**src/rtl/line_buffer_scaler.sv**
```systemverilog
// Double-buffered playfield line store, replayed 4x/2x into the output raster.
// Define SCANLINE_EFFECT_EN to dim the luma of the last replicated row in each group.
module line_buffer_scaler #(
    parameter int         LINE_PIXELS  = 160,
    parameter int         LINES        = 192,
    parameter int         H_SCALE      = 4,
    parameter int         V_SCALE      = 2,
    parameter int         X_START      = 40,
    parameter int         Y_START      = 48,
    parameter logic [6:0] BORDER_COLOR = 7'd0
) (
    input  logic        clk,
    input  logic        reset_n,
    input  logic        wr_valid,
    input  logic [6:0]  wr_color,
    input  logic        wr_last,
    output logic        wr_ready,
    input  logic [9:0]  hpos,
    input  logic [9:0]  vpos,
    output logic [6:0]  color,
    output logic [15:0] underflow_count,
    output logic        overrun
);
    localparam int         H_SH   = $clog2(H_SCALE);
    localparam logic [9:0] X_LO   = 10'(X_START);
    localparam logic [9:0] X_HI   = 10'(X_START + LINE_PIXELS * H_SCALE);
    localparam logic [9:0] Y_LO   = 10'(Y_START);
    localparam logic [9:0] Y_HI   = 10'(Y_START + LINES * V_SCALE);
    localparam logic [9:0] V_MASK = 10'(V_SCALE - 1);
    localparam logic [7:0] LP     = 8'(LINE_PIXELS);

    logic [6:0] mem [0:1][0:LINE_PIXELS-1];
    logic [1:0] full;
    logic       wr_bank;
    logic [7:0] wr_addr;
    logic       rd_bank;
    logic       rd_hold;

    logic       accept, in_range;
    logic       vwin, hwin, group_start;
    logic [9:0] vrow, hoff;
    logic [7:0] rd_idx;
    logic [6:0] rd_px, pix_out;
    logic [1:0] set_mask, clr_mask;
    logic       hold_set, advance, underflow;

    assign wr_ready = !full[wr_bank];

    always_comb begin
        accept      = wr_valid && wr_ready;
        in_range    = wr_addr < LP;
        vwin        = (vpos >= Y_LO) && (vpos < Y_HI);
        hwin        = (hpos >= X_LO) && (hpos < X_HI);
        vrow        = vpos - Y_LO;
        hoff        = hpos - X_LO;
        rd_idx      = 8'(hoff >> H_SH);
        group_start = (hpos == 10'd0) && vwin && ((vrow & V_MASK) == 10'd0);
    end

    // Writer only ever sets a non-full flag and the reader only clears a held
    // (full) one, so the two masks never touch the same bank.
    always_comb begin
        set_mask  = 2'b00;
        clr_mask  = 2'b00;
        hold_set  = 1'b0;
        advance   = 1'b0;
        underflow = 1'b0;
        if (accept && wr_last)
            set_mask[wr_bank] = 1'b1;
        if (group_start) begin
            if (!rd_hold) begin
                if (full[rd_bank]) hold_set  = 1'b1;
                else               underflow = 1'b1;
            end else begin
                if (full[~rd_bank]) begin
                    advance           = 1'b1;
                    clr_mask[rd_bank] = 1'b1;
                end else begin
                    underflow = 1'b1;
                end
            end
        end
    end

    always_comb begin
        rd_px = mem[rd_bank][rd_idx];
    end

`ifdef SCANLINE_EFFECT_EN
    logic       last_row;
    logic [2:0] luma;
    always_comb begin
        last_row = (vrow & V_MASK) == V_MASK;
        luma     = (rd_px[2:0] >= 3'd2) ? rd_px[2:0] - 3'd2 : 3'd0;
        pix_out  = last_row ? {rd_px[6:3], luma} : rd_px;
    end
`else
    always_comb begin
        pix_out = rd_px;
    end
`endif

    // Line RAM is deliberately left out of reset.
    always_ff @(posedge clk) begin
        if (accept && in_range)
            mem[wr_bank][wr_addr] <= wr_color;
    end

    always_ff @(posedge clk or negedge reset_n) begin
        if (!reset_n) begin
            full            <= 2'b00;
            wr_bank         <= 1'b0;
            wr_addr         <= 8'd0;
            rd_bank         <= 1'b0;
            rd_hold         <= 1'b0;
            color           <= BORDER_COLOR;
            underflow_count <= 16'd0;
            overrun         <= 1'b0;
        end else begin
            full <= (full | set_mask) & ~clr_mask;
            if (accept) begin
                if (!in_range)
                    overrun <= 1'b1;
                if (wr_last) begin
                    wr_bank <= ~wr_bank;
                    wr_addr <= 8'd0;
                end else if (in_range) begin
                    wr_addr <= wr_addr + 8'd1;
                end
            end
            if (hold_set)
                rd_hold <= 1'b1;
            if (advance)
                rd_bank <= ~rd_bank;
            if (underflow && underflow_count != 16'hFFFF)
                underflow_count <= underflow_count + 16'd1;
            color <= (vwin && hwin && rd_hold) ? pix_out : BORDER_COLOR;
        end
    end
endmodule

```
**config.mk**
```make
export PLATFORM = sky130hd
export DESIGN_NAME = line_buffer_scaler
export DESIGN_NICKNAME = d
export VERILOG_FILES = /design/src/rtl/line_buffer_scaler.sv
export SDC_FILE = /design/constraint.sdc
export NUM_CORES = 2
export LEC_CHECK = 0
export ABC_AREA = 0
export CORE_ASPECT_RATIO = 0.6
export CORE_MARGIN = 2
export CORE_UTILIZATION = 60
export CTS_BUF_LIST = sky130_fd_sc_hd__clkbuf_4 sky130_fd_sc_hd__clkbuf_8
export CTS_CLUSTER_SIZE = 40
export DETAILED_ROUTE_END_ITERATION = 16
export GPL_ROUTABILITY_DRIVEN = 1
export PLACE_DENSITY = 0.81
export SLEW_MARGIN = 5
export SYNTH_ARGS = -nofsm -noshare
export SYNTH_HDL_FRONTEND = slang
export SYNTH_SLANG_ARGS = --single-unit
```
**constraint.sdc**
```tcl
create_clock -name clk -period 5.7 [get_ports clk]
set_clock_uncertainty 0.05 [all_clocks]
set_input_delay 1.14 -clock clk [delete_from_list [all_inputs] [get_ports clk]]
set_output_delay 1.14 -clock clk [all_outputs]
set_load 0.03 [all_outputs]
```
; ---- Word level (Yosys, flattened, before mapping)
; Memories as Yosys holds them, arrays and structs flattened.
; Index checks and enable logic that the tools add are counted.
; W data, S select, Z words.
[word_totals]
elab_cells = 89
n_memories = 1
ramBits = 2240
inputBits = 31
register_bits = 37
[classes]
bitwise_logic = 8
reduce_logical = 20
muxes = 34
n_lt_le_gt_ge = 13
n_addsub = 4
n_eq_ne = 1
[memory_table]
columns = name, words, word_bits, read_ports, rd_clocked_by_memory_dff, wr, line
row1 = mem, 2, 1120, 1, 0, 1, 32  ; logic [6:0] mem [0:1][0:LINE_PIXELS-1];
[ops]
columns = cell, n
row1 = $mux W1120, 1
row2 = $bmux W7 S8, 1
row3 = $demux W7 S8, 1
row4 = $mux W7, 4
row5 = $ge A10 B6 Y1 const B, 2
row6 = $logic_not A10 Y1, 2
row7 = $mux W1, 19
row8 = $ge A9 B9 Y1 const B, 2
row9 = $not A8 Y9, 2
row10 = $add A16 B1 Y16 const B, 1
row11 = $mux W8, 2
row12 = $ne A16 B16 Y1 const B, 1
row13 = $logic_and A1 B1 Y1, 13
row14 = $lt A10 B10 Y1 const B, 1
row15 = $lt A10 B9 Y1 const B, 1
row16 = $sub A10 B6 Y10 const B, 1
row17 = $lt A9 B1 Y1 const B, 1
row18 = $add A8 B1 Y8 const B, 1
row19 = $lt A8 B8 Y1 const B, 1
row20 = $mux W2, 4
row21 = $lt A1 B2 Y1 const B, 3
row22 = $reduce_and A2 Y1, 3
row23 = $not A1 Y1, 3
row24 = $and A2 B2 Y2, 1
row25 = 7 further kinds, 9

; ---- Depth between registers and ports, before layout
[depth]
ltp_word = 9
ltp_mapped = 19

; ---- Worst setup path after synthesis
; No wires, ideal clock.
[synth_path]
path_type = input-to-reg
startpoint = in hpos[3]
endpoint = reg color[5]
arrival_ps = 4252
slack_ps = 1274
setup_time_ps = 124
path_stages = 14
path_cell_list = buf_4 inv_2 clkbuf_1 buf_1 ha_1 buf_4 xor2_2 buf_12 buf_2 clkbuf_1 mux4_2 mux2i_1 o22ai_1 a211o_1
[synth_between]
elab_chain_cells = 6
[synth_rtl]
columns = element, line
row1 = "start, declared", 18  ; input logic [9:0] hpos,
row2 = $sub A10 B6 Y10, 55  ; hoff = hpos - X_LO;
row3 = $not A8 Y9 (not written as such), 86  ; rd_px = mem[rd_bank][rd_idx];
row4 = $bmux W7 S8, 86
row5 = $mux W7 (not written as such) (2 in a row), 86
row6 = $mux W7 *, 137  ; color <= (vwin && hwin && rd_hold) ? pix_out : BORDER_COLOR;
row7 = "end signal, assigned", 137
row8 = "end, declared", 20  ; output logic [6:0] color,
; Every way passes the cells marked *; elsewhere a longest branch is shown, timed or not. The select of a mux whose other input is x is not followed.
; A chain may end at the register's enable or synchronous reset.

; ---- Final worst setup path
[layout_path]
startpoint = reg rd_bank
endpoint = reg color[3]
[layout_between]
elab_chain_cells = 5
[layout_rtl]
columns = element, line
row1 = "start, declared", 36  ; logic rd_bank;
row2 = "start signal, assigned", 134  ; rd_bank <= ~rd_bank;
row3 = $mem_v2 Z2 W1120, -
row4 = $bmux W7 S8, 86
row5 = $mux W7 (not written as such) (2 in a row), 86
row6 = $mux W7, 137
; Every way passes these cells. The select of a mux whose other input is x is not followed.

==> impl_metrics.toml <==
[placement]
dpl.hpwl_um = 135000
port_buffers = 52
place_congestion = 0.953
dp.cells = 6183

[sta]
worst_pin_slew_ns = 1.18
rsz0062_at_grt = "false"
setup_tns_ns = 0
finalSetupViolCount = 0
finalHoldViolCount = 0
report.final.slew_viol_count = 0
fin_crit_ns = 4.50
slew_headroom_pct = 21.3
fmax_ghz = 0.222
period_share_pct = 78.9

[route]
drc = 0
postRouteAntennaNets = 0
drt_iter0_markers = 8104
vias = 46000
drt_first_pass_iters = 8
routed_wirelength_um = 217000
via_per_inst = 6.84
wl_per_cell_um = 32.3

[synth]
syn_inst = 4267
synth_top_family_by_area = "multiplexers"
yosys_most_used_dff = "edfxtp_1"
synth_sequential_area_ratio_pct = 76.5
synth_compound_gate_area_share_pct = 2.11
synth_area_per_cell_um2 = 20.9
ys_ff_latch = 2277
synth_mux_area_share_pct = 15.9
synth.distinct_cells = 77
yosys.area_share.simple_pct = 3.44
yosys_warnings = 0
synthesis.nets = 4305
synth_edf_count = 2240
synthXorXnorAreaFrac_pct = 0.281
synthArstFlopShare_pct = 1.62
synthAdderAreaFrac_pct = 0.0982
synthesis.area_um2 = 89200

[outcome]
status = "complete, no violations"

[cts]
cts.repair.resized = 0
htree_num_levels = 5
cts_tree = "yes"
path_clk_slew_ns = 0.07
cts-root-buf = "clkbuf_8"
postCtsSetupBuffers = 0
cts_sinks = 2277
clock_latency_ns = 1.01
numCtsBuffers = 316
clock_path_buffers = 4
holdBufCountCts = 0

[pwr]
powerDensity_nw_per_um2 = 328
seq_power_share_pct = 57.6
power.internal_mw = 24.8
pwr-share-clk_pct = 37.2
power.switching_mw = 7.27
sw_frac_of_total_pct = 22.7
vdd_drop_max_v = 0.000293
leakage_nw = 29.7
p_comb_share_pct = 5.3

[critical_path]
criticalPathCategory = "flop to flop"
critical_path_peak_fanout = 62
critPathRequiredTime_ns = 6.56
cp.arrival_ns = 5.36
end_kind = "flop"
setup.worst_path.start_class = "flop"

[global_routing]
grt_pass1_vias = 45200
track_usage_pct = 29.0
grt_overflow = 0
grt_pass1_wl_um = 314000
antenna_found_initial = 12
grt_max_degree = 169

[layout]
final_layout_size_suffix_gt1_share_pct = 25.2
synthToLayoutAreaGrowth_pct = 9.68
fill_cells = 8894
finalNetCount = 4541
finalNonFillerCells = 6720

[floorplanning]
dieWidth_um = 502
start_util_pct = 60.5
pin_count = 56
die-area_um2 = 152000
core_um2 = 147000
rows = 109
die_y_um = 303

[flow_run]
max_cap_violations = 0

[worst_hold_path]
hold_class = "input port to asynchronous set/reset pin"
-- cells in the mapped netlist (5+ instances only) --
master        n  area [um^2]
nor2b_1       6         37.5
nand3_1      65          325
o22ai_1      44          275
inv_1         6         22.5
ha_1          7         87.6
o221ai_1     55          482
and3_1       14         87.6
a31oi_1      23          144
xor2_1        8         70.1
mux4_1       20          526
nand4_1      20          125
buf_12        5          100
buf_2        59          295
buf_6        25          282
buf_8         5         75.1
mux4_2      549        12400
and2_1        6         37.5
nand2_1     208          781
edfxtp_1   2240        67300
dfrtp_1      37          926
a22oi_1      14          105
xnor2_1      15          131
o21ai_0      20          100
buf_4        33          248
or3_1         8         50.1
a2111oi_0     7         61.3
nor3_1       19         95.1
buf_1        22         82.6
clkbuf_1    109          409
mux2i_1     126         1260
o21a_1        6         45.0
nor4_1        7         43.8
nor2_1      347         1300
nor3b_1       5         37.5
a21oi_1      57          285
-- cell type report --
type                    instances  area (um^2)  area share [%]
multi-input cells            1722        19600            20.0
inverters                       8         30.0          0.0307
well taps                    1998         2500            2.56
flip-flops and latches       2277        68200            69.7
clock buffers                 412         5100            5.21
diodes                          3         7.51         0.00767
clock inverters               122          609           0.623
repair buffers                178         1800            1.84
-- worst paths after layout --
check | startpoint | endpoint | slack, ns | depth (start not counted)
worst max-delay path | rd_bank | color[3] | 1.20 | 8
worst min-delay path | reset_n | underflow_count[10] | 0.14 | 2
worst max register to register | rd_bank | color[3] | 1.20 | 8
worst min register to register | overrun | overrun | 0.42 | 1
max in group asynchronous | reset_n | rd_bank | 4.91 | 2
min in group clk | overrun | overrun | 0.42 | 1
-- cell families after synthesis --
logic type / count (synthesis)
flops: 2277
simple gates: 723
mux: 697
compound gates: 269
buf+inv: 268
xor+xnor: 26
fa+ha+maj: 7
-- state kept, by name, summed over array words and instances (netlist names) --
signal	cells
rd_bank	1
full	2
color	7
wr_bank	1
wr_addr	8
underflow_count	16
mem	2240
rd_hold	1
overrun	1
-- metrics by stage --
step | total power [mW] | hold WS (ns) | util, % | instance area, um^2 | worst slack, ns
floorplan | 19.6 | 0.430 | - | 89200 | 1.27
global placement | 20.4 | 0.403 | 62.5 | 92100 | 0.809
detailed placement | 20.4 | 0.409 | 62.5 | 92100 | 0.780
CTS | 32.0 | 0.105 | 66.3 | 97800 | 1.36
global route | 32.9 | 0.144 | 66.3 | 97800 | 1.12
finish | 32.1 | 0.143 | 66.4 | 97800 | 1.20
-- critical path: stages (launching register included) --
cell     delay [ns]
dfrtp_4        1.06
buf_12         0.49
buf_4          0.40
mux4_2         0.60
mux4_2         0.51
nor2_1         0.45
a311o_1        0.38
nor4_1         0.10
or3_1          0.33
-- power groups by stage --
stage	clock [mW]	combinational, mW	sequential, mW
2_1_floorplan	0	0.764	18.8
3_3_place_gp	0	1.57	18.8
3_5_place_dp	0	1.62	18.8
4_1_cts	12.0	1.63	18.5
5_1_grt	12.7	1.74	18.4
6_report	11.9	1.69	18.5
-- routing by layer --
metal	track usage (%)	share of wire, %
met3	11.4	17
met2	38.9	42
met1	44.4	38
met5	0	0.030
met4	8.28	2.8
-- cell usage in the layout (no fill, tap or decap), drive strengths merged, types with 4 or more instances in the layout --
cell,instances
nor2,347
ha,7
nand3,65
nor4,7
inv,14
a21oi,57
edfxtp,2240
xnor2,17
clkinv,109
nor3b,5
xor2,9
o32ai,4
mux4,569
nand4,20
a211o,4
nand2b,5
o21a,7
buf,136
o21ai,22
and3,14
nor3,19
mux2i,126
or3,8
a22oi,14
clkbuf,412
a2111oi,7
o221ai,55
a31oi,23
nand2,208
o22ai,44
o32a,4
clkdlybuf4s50,42
dfrtp,37
and2,6
clkinvlp,5
nor2b,6
No activity file was read; power rests on OpenSTA's default activity.
